[src/rtl/v_report_mux_pkg.sv]
// Shared constants for the N-channel virtual-peripheral reporter.
// FSM encodings, base chunk type and index-width helper.
package v_report_mux_pkg;

  localparam logic [1:0] ST_IDLE    = 2'd0;
  localparam logic [1:0] ST_PRESENT = 2'd1;
  localparam logic [1:0] ST_GAP     = 2'd2;

  localparam logic [7:0] CT_LED = 8'h02;

  function automatic int unsigned idx_w(input int unsigned n);
    return (n > 1) ? $clog2(n) : 1;
  endfunction

endpackage

[src/rtl/v_report_mux_rr_arb.sv]
// Round-robin arbiter: first request at/after the pointer, wrapping.
// Purely combinational; one-hot and index forms of the grant.
module v_report_mux_rr_arb
  import v_report_mux_pkg::*;
#(
  parameter int unsigned N  = 4,
  parameter int unsigned IW = idx_w(N)
) (
  input  logic [N-1:0]  req_i,
  input  logic [IW-1:0] ptr_i,
  output logic [N-1:0]  gnt_o,
  output logic [IW-1:0] idx_o,
  output logic          vld_o
);

  logic [IW-1:0] hi_idx;
  logic [IW-1:0] lo_idx;
  logic          hi_vld;
  logic          lo_vld;

  // Descending scan so the lowest matching index wins.
  always_comb begin
    hi_idx = '0;
    lo_idx = '0;
    hi_vld = 1'b0;
    lo_vld = 1'b0;
    for (int i = N - 1; i >= 0; i--) begin
      if (req_i[i]) begin
        lo_vld = 1'b1;
        lo_idx = IW'(i);
        if (IW'(i) >= ptr_i) begin
          hi_vld = 1'b1;
          hi_idx = IW'(i);
        end
      end
    end
  end

  assign vld_o = lo_vld;
  assign idx_o = hi_vld ? hi_idx : lo_idx;

  always_comb begin
    gnt_o = '0;
    for (int i = 0; i < N; i++) begin
      gnt_o[i] = lo_vld && (idx_o == IW'(i));
    end
  end

endmodule

[src/rtl/v_report_mux.sv]
// N-channel change reporter: flags changed channels and presents
// one snapshot chunk at a time over a valid/ack handshake.
module v_report_mux
  import v_report_mux_pkg::*;
#(
  parameter int unsigned N_CHANNELS      = 4,
  parameter int unsigned CHUNK_TYPE_BASE = CT_LED,
  parameter int unsigned MIN_GAP_CYCLES  = 0,
  parameter int unsigned REPORT_AT_RESET = 1
) (
  input  logic                    clk_i,
  input  logic                    rst_i,
  input  logic [8*N_CHANNELS-1:0] values_i,
  input  logic                    refresh_i,
  output logic                    should_update_o,
  output logic [7:0]              tx_chunk_type_o,
  output logic [7:0]              tx_chunk_bytes_o,
  input  logic                    tx_ack_i,
  output logic [N_CHANNELS-1:0]   pending_o
);

  localparam int unsigned N  = N_CHANNELS;
  localparam int unsigned IW = idx_w(N);
  localparam logic [7:0] CT_BASE = CHUNK_TYPE_BASE[7:0];
  localparam logic [15:0] GAP_LD =
    (MIN_GAP_CYCLES > 0) ? 16'(MIN_GAP_CYCLES - 1) : 16'd0;
  localparam logic [N-1:0] PEND_RST =
    (REPORT_AT_RESET != 0) ? {N{1'b1}} : '0;

  logic [1:0]     state_q, state_d;
  logic [IW-1:0]  rr_q, rr_d;
  logic [15:0]    gap_q, gap_d;
  logic [8*N-1:0] last_q, last_d;
  logic [N-1:0]   pend_q, pend_d;
  logic [7:0]     type_q, type_d;
  logic [7:0]     bytes_q, bytes_d;

  logic [N-1:0]  gnt;
  logic [IW-1:0] gidx;
  logic          gvld;
  logic          grant;
  logic [7:0]    sel;

  v_report_mux_rr_arb #(
    .N  (N),
    .IW (IW)
  ) u_arb (
    .req_i (pend_q),
    .ptr_i (rr_q),
    .gnt_o (gnt),
    .idx_o (gidx),
    .vld_o (gvld)
  );

  assign grant = (state_q == ST_IDLE) && gvld;

  always_comb begin
    state_d = state_q;
    gap_d   = gap_q;
    rr_d    = rr_q;
    last_d  = last_q;
    type_d  = type_q;
    bytes_d = bytes_q;
    sel     = '0;
    pend_d  = pend_q | {N{refresh_i}};
    for (int i = 0; i < N; i++) begin
      if (values_i[8*i +: 8] != last_q[8*i +: 8]) pend_d[i] = 1'b1;
      if (gnt[i]) sel = values_i[8*i +: 8];
    end
    // Grant clears the channel, but a same-cycle refresh wins.
    if (grant) begin
      for (int i = 0; i < N; i++) begin
        if (gnt[i]) begin
          last_d[8*i +: 8] = sel;
          pend_d[i]        = refresh_i;
        end
      end
      bytes_d = sel;
      type_d  = CT_BASE + 8'(gidx);
      rr_d    = (gidx == IW'(N - 1)) ? '0 : gidx + 1'b1;
    end
    unique case (state_q)
      ST_IDLE: begin
        if (gvld) state_d = ST_PRESENT;
      end
      ST_PRESENT: begin
        if (tx_ack_i) begin
          if (MIN_GAP_CYCLES > 0) begin
            state_d = ST_GAP;
            gap_d   = GAP_LD;
          end else begin
            state_d = ST_IDLE;
          end
        end
      end
      ST_GAP: begin
        if (gap_q == '0) state_d = ST_IDLE;
        else gap_d = gap_q - 16'd1;
      end
      default: state_d = ST_IDLE;
    endcase
  end

  always_ff @(posedge clk_i or posedge rst_i) begin
    if (rst_i) begin
      state_q <= ST_IDLE;
      rr_q    <= '0;
      gap_q   <= '0;
      last_q  <= '0;
      pend_q  <= PEND_RST;
      type_q  <= CT_BASE;
      bytes_q <= '0;
    end else begin
      state_q <= state_d;
      rr_q    <= rr_d;
      gap_q   <= gap_d;
      last_q  <= last_d;
      pend_q  <= pend_d;
      type_q  <= type_d;
      bytes_q <= bytes_d;
    end
  end

  assign should_update_o  = (state_q == ST_PRESENT);
  assign tx_chunk_type_o  = type_q;
  assign tx_chunk_bytes_o = bytes_q;
  assign pending_o        = pend_q;

endmodule
[config.mk]
export PLATFORM = sky130hd
export DESIGN_NAME = v_report_mux
export DESIGN_NICKNAME = d
export VERILOG_FILES = /design/src/rtl/v_report_mux_pkg.sv /design/src/rtl/v_report_mux_rr_arb.sv /design/src/rtl/v_report_mux.sv
export SDC_FILE = /design/constraint.sdc
export NUM_CORES = 1
export LEC_CHECK = 0
export ABC_AREA = 0
export BUFFER_PORTS_ARGS = -buffer_cell sky130_fd_sc_hd__buf_2
export CAP_MARGIN = 25
export CORE_MARGIN = 4
export CORE_UTILIZATION = 59
export CTS_CLUSTER_DIAMETER = 120
export DETAILED_ROUTE_END_ITERATION = 6
export PLACE_DENSITY = 0.93
export SETUP_SLACK_MARGIN = 0.5
export SYNTH_ARGS = -nofsm -noshare
export SYNTH_HDL_FRONTEND = slang
export SYNTH_HIERARCHICAL = 1
export SYNTH_SLANG_ARGS = --single-unit
[constraint.sdc]
create_clock -name clk_i -period 3.9 [get_ports clk_i]
set_input_delay 0.39 -clock clk_i [delete_from_list [all_inputs] [get_ports clk_i]]
set_output_delay 0.39 -clock clk_i [all_outputs]
set_load 0.03 [all_outputs]
==> impl_metrics.toml <==
[critical_path]
critPathMaxFanout = 17
critPathRequiredTime_ns = 4.12
crit_family = "compound AO/OA/AOI/OAI gates"
r2r-start = "rr_q[0]"
worst_ep_arrival_time_ns = 2.45
path_buf_inv = 1
crit_path_top_delay_cell = "o211a_1"
cpPeakStageDelay_ns = 0.54
rr_worst_depth = 6
crit_type = "register to register"
r2r_end = "last_q[12]"
crit_chain = "inv_1, o21ai_1, o211a_1, and3b_2, nor2_1, a31oi_1"
rrSetupSlack_ns = 1.68
cp-end-kind = "register"
start_kind = "register"

[die]
pin_count = 57
die_area_um2 = 5930
initial_utilization_pct = 62.8
core_um2 = 4470
die_h_um = 77.0
die_w_um = 77.0
fp-row-count = 24

[finish]
postLayoutCoreUtil_pct = 69.6
final_common_cell = "buf_2"
antenna_cells = 0
fin_area_um2 = 3110
syn_to_final_growth_pct = 10.9
drive_above_1_share_pct = 25.5
nets = 373
final.fill_count = 339
layout_common_cells = "51 x buf_2, 45 x dfrtp_1, 39 x nor2_1"

[global_routing]
grt_use_met2_pct = 39.7
grt.busiest_layer = "met2"
antenna_found_initial = 0
grt.overflow.total = 0
grtUsageMet1_pct = 30.2
grt_max_degree = 51
track_usage_pct = 23.6
grt_pass1_vias = 2402
grt_pass1_wl_mm = 11.2
use_met3_pct = 4.80

[timing]
drv_slew = 0
period_share_pct = 57.0
tns_ns = 0
maxSlewHeadroom_pct = 54.3
fmax_mhz = 450
finalCriticalPeriod_ns = 2.22
hold_viol = 0
clock_skew_ns = 0.00670
rsz0062_at_grt = "false"
worst_slew_pin_slew_ns = 0.685
setup_violations = 0

[drt]
drc_errors = 0
num_vias = 2379
ant_nets = 0
wirelength_mm = 6.58
via_per_inst = 6.12
first_iter_violations = 143
post_drt_wl_per_cell_um = 16.9
dr.pass1.iters = 4

[pwr]
seq_power_share_pct = 37.4
power_density_nw_per_um2 = 845
switchingPower_w = 0.00119
switching_share_pct = 45.3
internal_power_w = 0.00144
power_frac_clock_pct = 11.4
comb_power_share_pct = 51.3
leakage_nw = 1.38
ir_drop_uv = 499

[placed_design]
placed_cell_area_um2 = 3000
port_buffers = 51
routabilityCongestion = 0.872
place_hpwl_mm = 4.81

[cts]
clockBufferDepth = 2
worstSkewPairLatency_ns = 0.31
cts_made_buffers = 5
htree_num_levels = 2
clk_pin_slew_ns = 0.09
clkSinkCount = 50
cts_tree = "yes"
cts_setup_buffers = 0
cts_root_buf = "clkbuf_8"

[worst_hold_path]
hold_path_class = "primary input to register"
worstHoldPathCells = 2
holdPathEnd = "state_q[0]"
holdCritStartpoint = "tx_ack_i"

[synth]
yosysSeqAreaShare_pct = 44.8
synth.avg_cell_area_um2 = 9.58
synth_area_um2 = 2810
ys_warn_count = 6
synth_seq_cells = 50
synth.distinct_cells = 38
synth_cells = 293

[run_status]
status = "complete, no violations"

[job]
drv_cap = 0
==> worst max path at each step <==
stage | cells past startpoint | from | to | slack, ns
final | 6 | rr_q[0] | last_q[12] | 1.68
after global placement | 7 | rr_q[1] | last_q[21] | 1.86
after detailed placement | 6 | rr_q[0] | last_q[12] | 1.75
after floorplan | 10 | pending_o[2] | last_q[7] | 1.87
after global routing | 6 | rr_q[0] | last_q[12] | 1.50
after CTS | 6 | rr_q[0] | last_q[12] | 1.71
==> state kept, by name, summed over array words and instances, names as in the netlist <==
signal            cells
last_q               32
tx_chunk_bytes_o      8
pending_o             4
tx_chunk_type_o       3
rr_q                  2
state_q               1
==> cell type report <==
cell class | count | area [um^2] | share of cell area [%]
Clock buffer | 6 | 72.6 | 2.33
Multi-Input combinational cell | 210 | 1350 | 43.3
Timing Repair Buffer | 56 | 308 | 9.89
Sequential cell | 50 | 1260 | 40.4
Inverter | 13 | 48.8 | 1.57
Tap cell | 52 | 65.1 | 2.09
Clock inverter | 2 | 13.8 | 0.442
==> power by group through the flow <==
stage	logic (W)	clock network [W]	registers (W)
2_1_floorplan	0.000976	0	0.00107
3_3_place_gp	0.00128	0	0.000972
4_1_cts	0.00134	0.000301	0.000983
5_1_grt	0.00150	0.000322	0.00102
3_5_place_dp	0.00133	0	0.000991
6_report	0.00135	0.000299	0.000982
==> repair_timing <==
action	4_1_cts	5_1_grt
gates resized for setup	0	0
hold buffers	0	1
hold endpoints to repair	0	5
==> cells in the mapped netlist <==
cell type | number | share of area [%]
nor2b_1 | 2 | 0.45
mux2_2 | 8 | 3.2
ha_1 | 1 | 0.45
o21bai_1 | 1 | 0.27
buf_4 | 8 | 2.1
buf_1 | 1 | 0.13
buf_2 | 9 | 1.6
a2bb2oi_1 | 1 | 0.31
nor2_1 | 39 | 5.2
xor2_1 | 32 | 10
and3b_1 | 2 | 0.62
a21oi_2 | 7 | 2.2
nand3_1 | 1 | 0.18
o211a_1 | 1 | 0.36
o21a_1 | 1 | 0.27
and3b_2 | 1 | 0.36
a21boi_1 | 1 | 0.27
o21ai_0 | 3 | 0.53
conb_1 | 1 | 0.13
a31oi_1 | 33 | 7.4
dfrtp_1 | 45 | 40
o22ai_1 | 1 | 0.22
o21ai_1 | 3 | 0.53
clkbuf_1 | 1 | 0.13
nand2b_1 | 3 | 0.67
nand2_1 | 22 | 2.9
o31ai_1 | 1 | 0.27
a211oi_2 | 2 | 0.89
a32oi_1 | 3 | 0.94
inv_1 | 13 | 1.7
a221o_1 | 8 | 2.9
and2_1 | 1 | 0.22
a21oi_1 | 6 | 1.1
buf_6 | 5 | 2.0
dfstp_2 | 5 | 4.7
nor4_1 | 4 | 0.89
nand3b_1 | 9 | 2.4
nor3_1 | 8 | 1.4
==> routing by layer <==
| metal | up-vias | routed length (um) |
|---|---|---|
| met1 | 1160 | 2630 |
| li1 | 1103 | - |
| met4 | 0 | 112 |
| met5 | - | 0 |
| met2 | 100 | 3270 |
| met3 | 16 | 561 |
==> logic make-up after synthesis <==
logic type | count (synthesis) | share of synthesized area, %
AO/OA/AOI/OAI | 72 | 18.3
other | 1 | 0.134
buffers and inverters | 37 | 7.75
multiplexers | 8 | 3.21
adder cells (fa/ha/maj) | 1 | 0.446
AND/OR/NAND/NOR | 92 | 15.4
flip-flops | 50 | 44.8
XOR/XNOR | 32 | 9.98
==> through the flow <==
stage          std cells  setup WS, ns  hold slack, ns  total power [W]
2_1_floorplan        297          1.87           0.486          0.00205
3_3_place_gp         379          1.86           0.455          0.00225
3_5_place_dp         379          1.75           0.464          0.00232
4_1_cts              387          1.71           0.259          0.00263
6_report             389          1.68           0.253          0.00263
5_1_grt              389          1.50           0.287          0.00284
No activity file was read; power rests on OpenSTA's default activity.
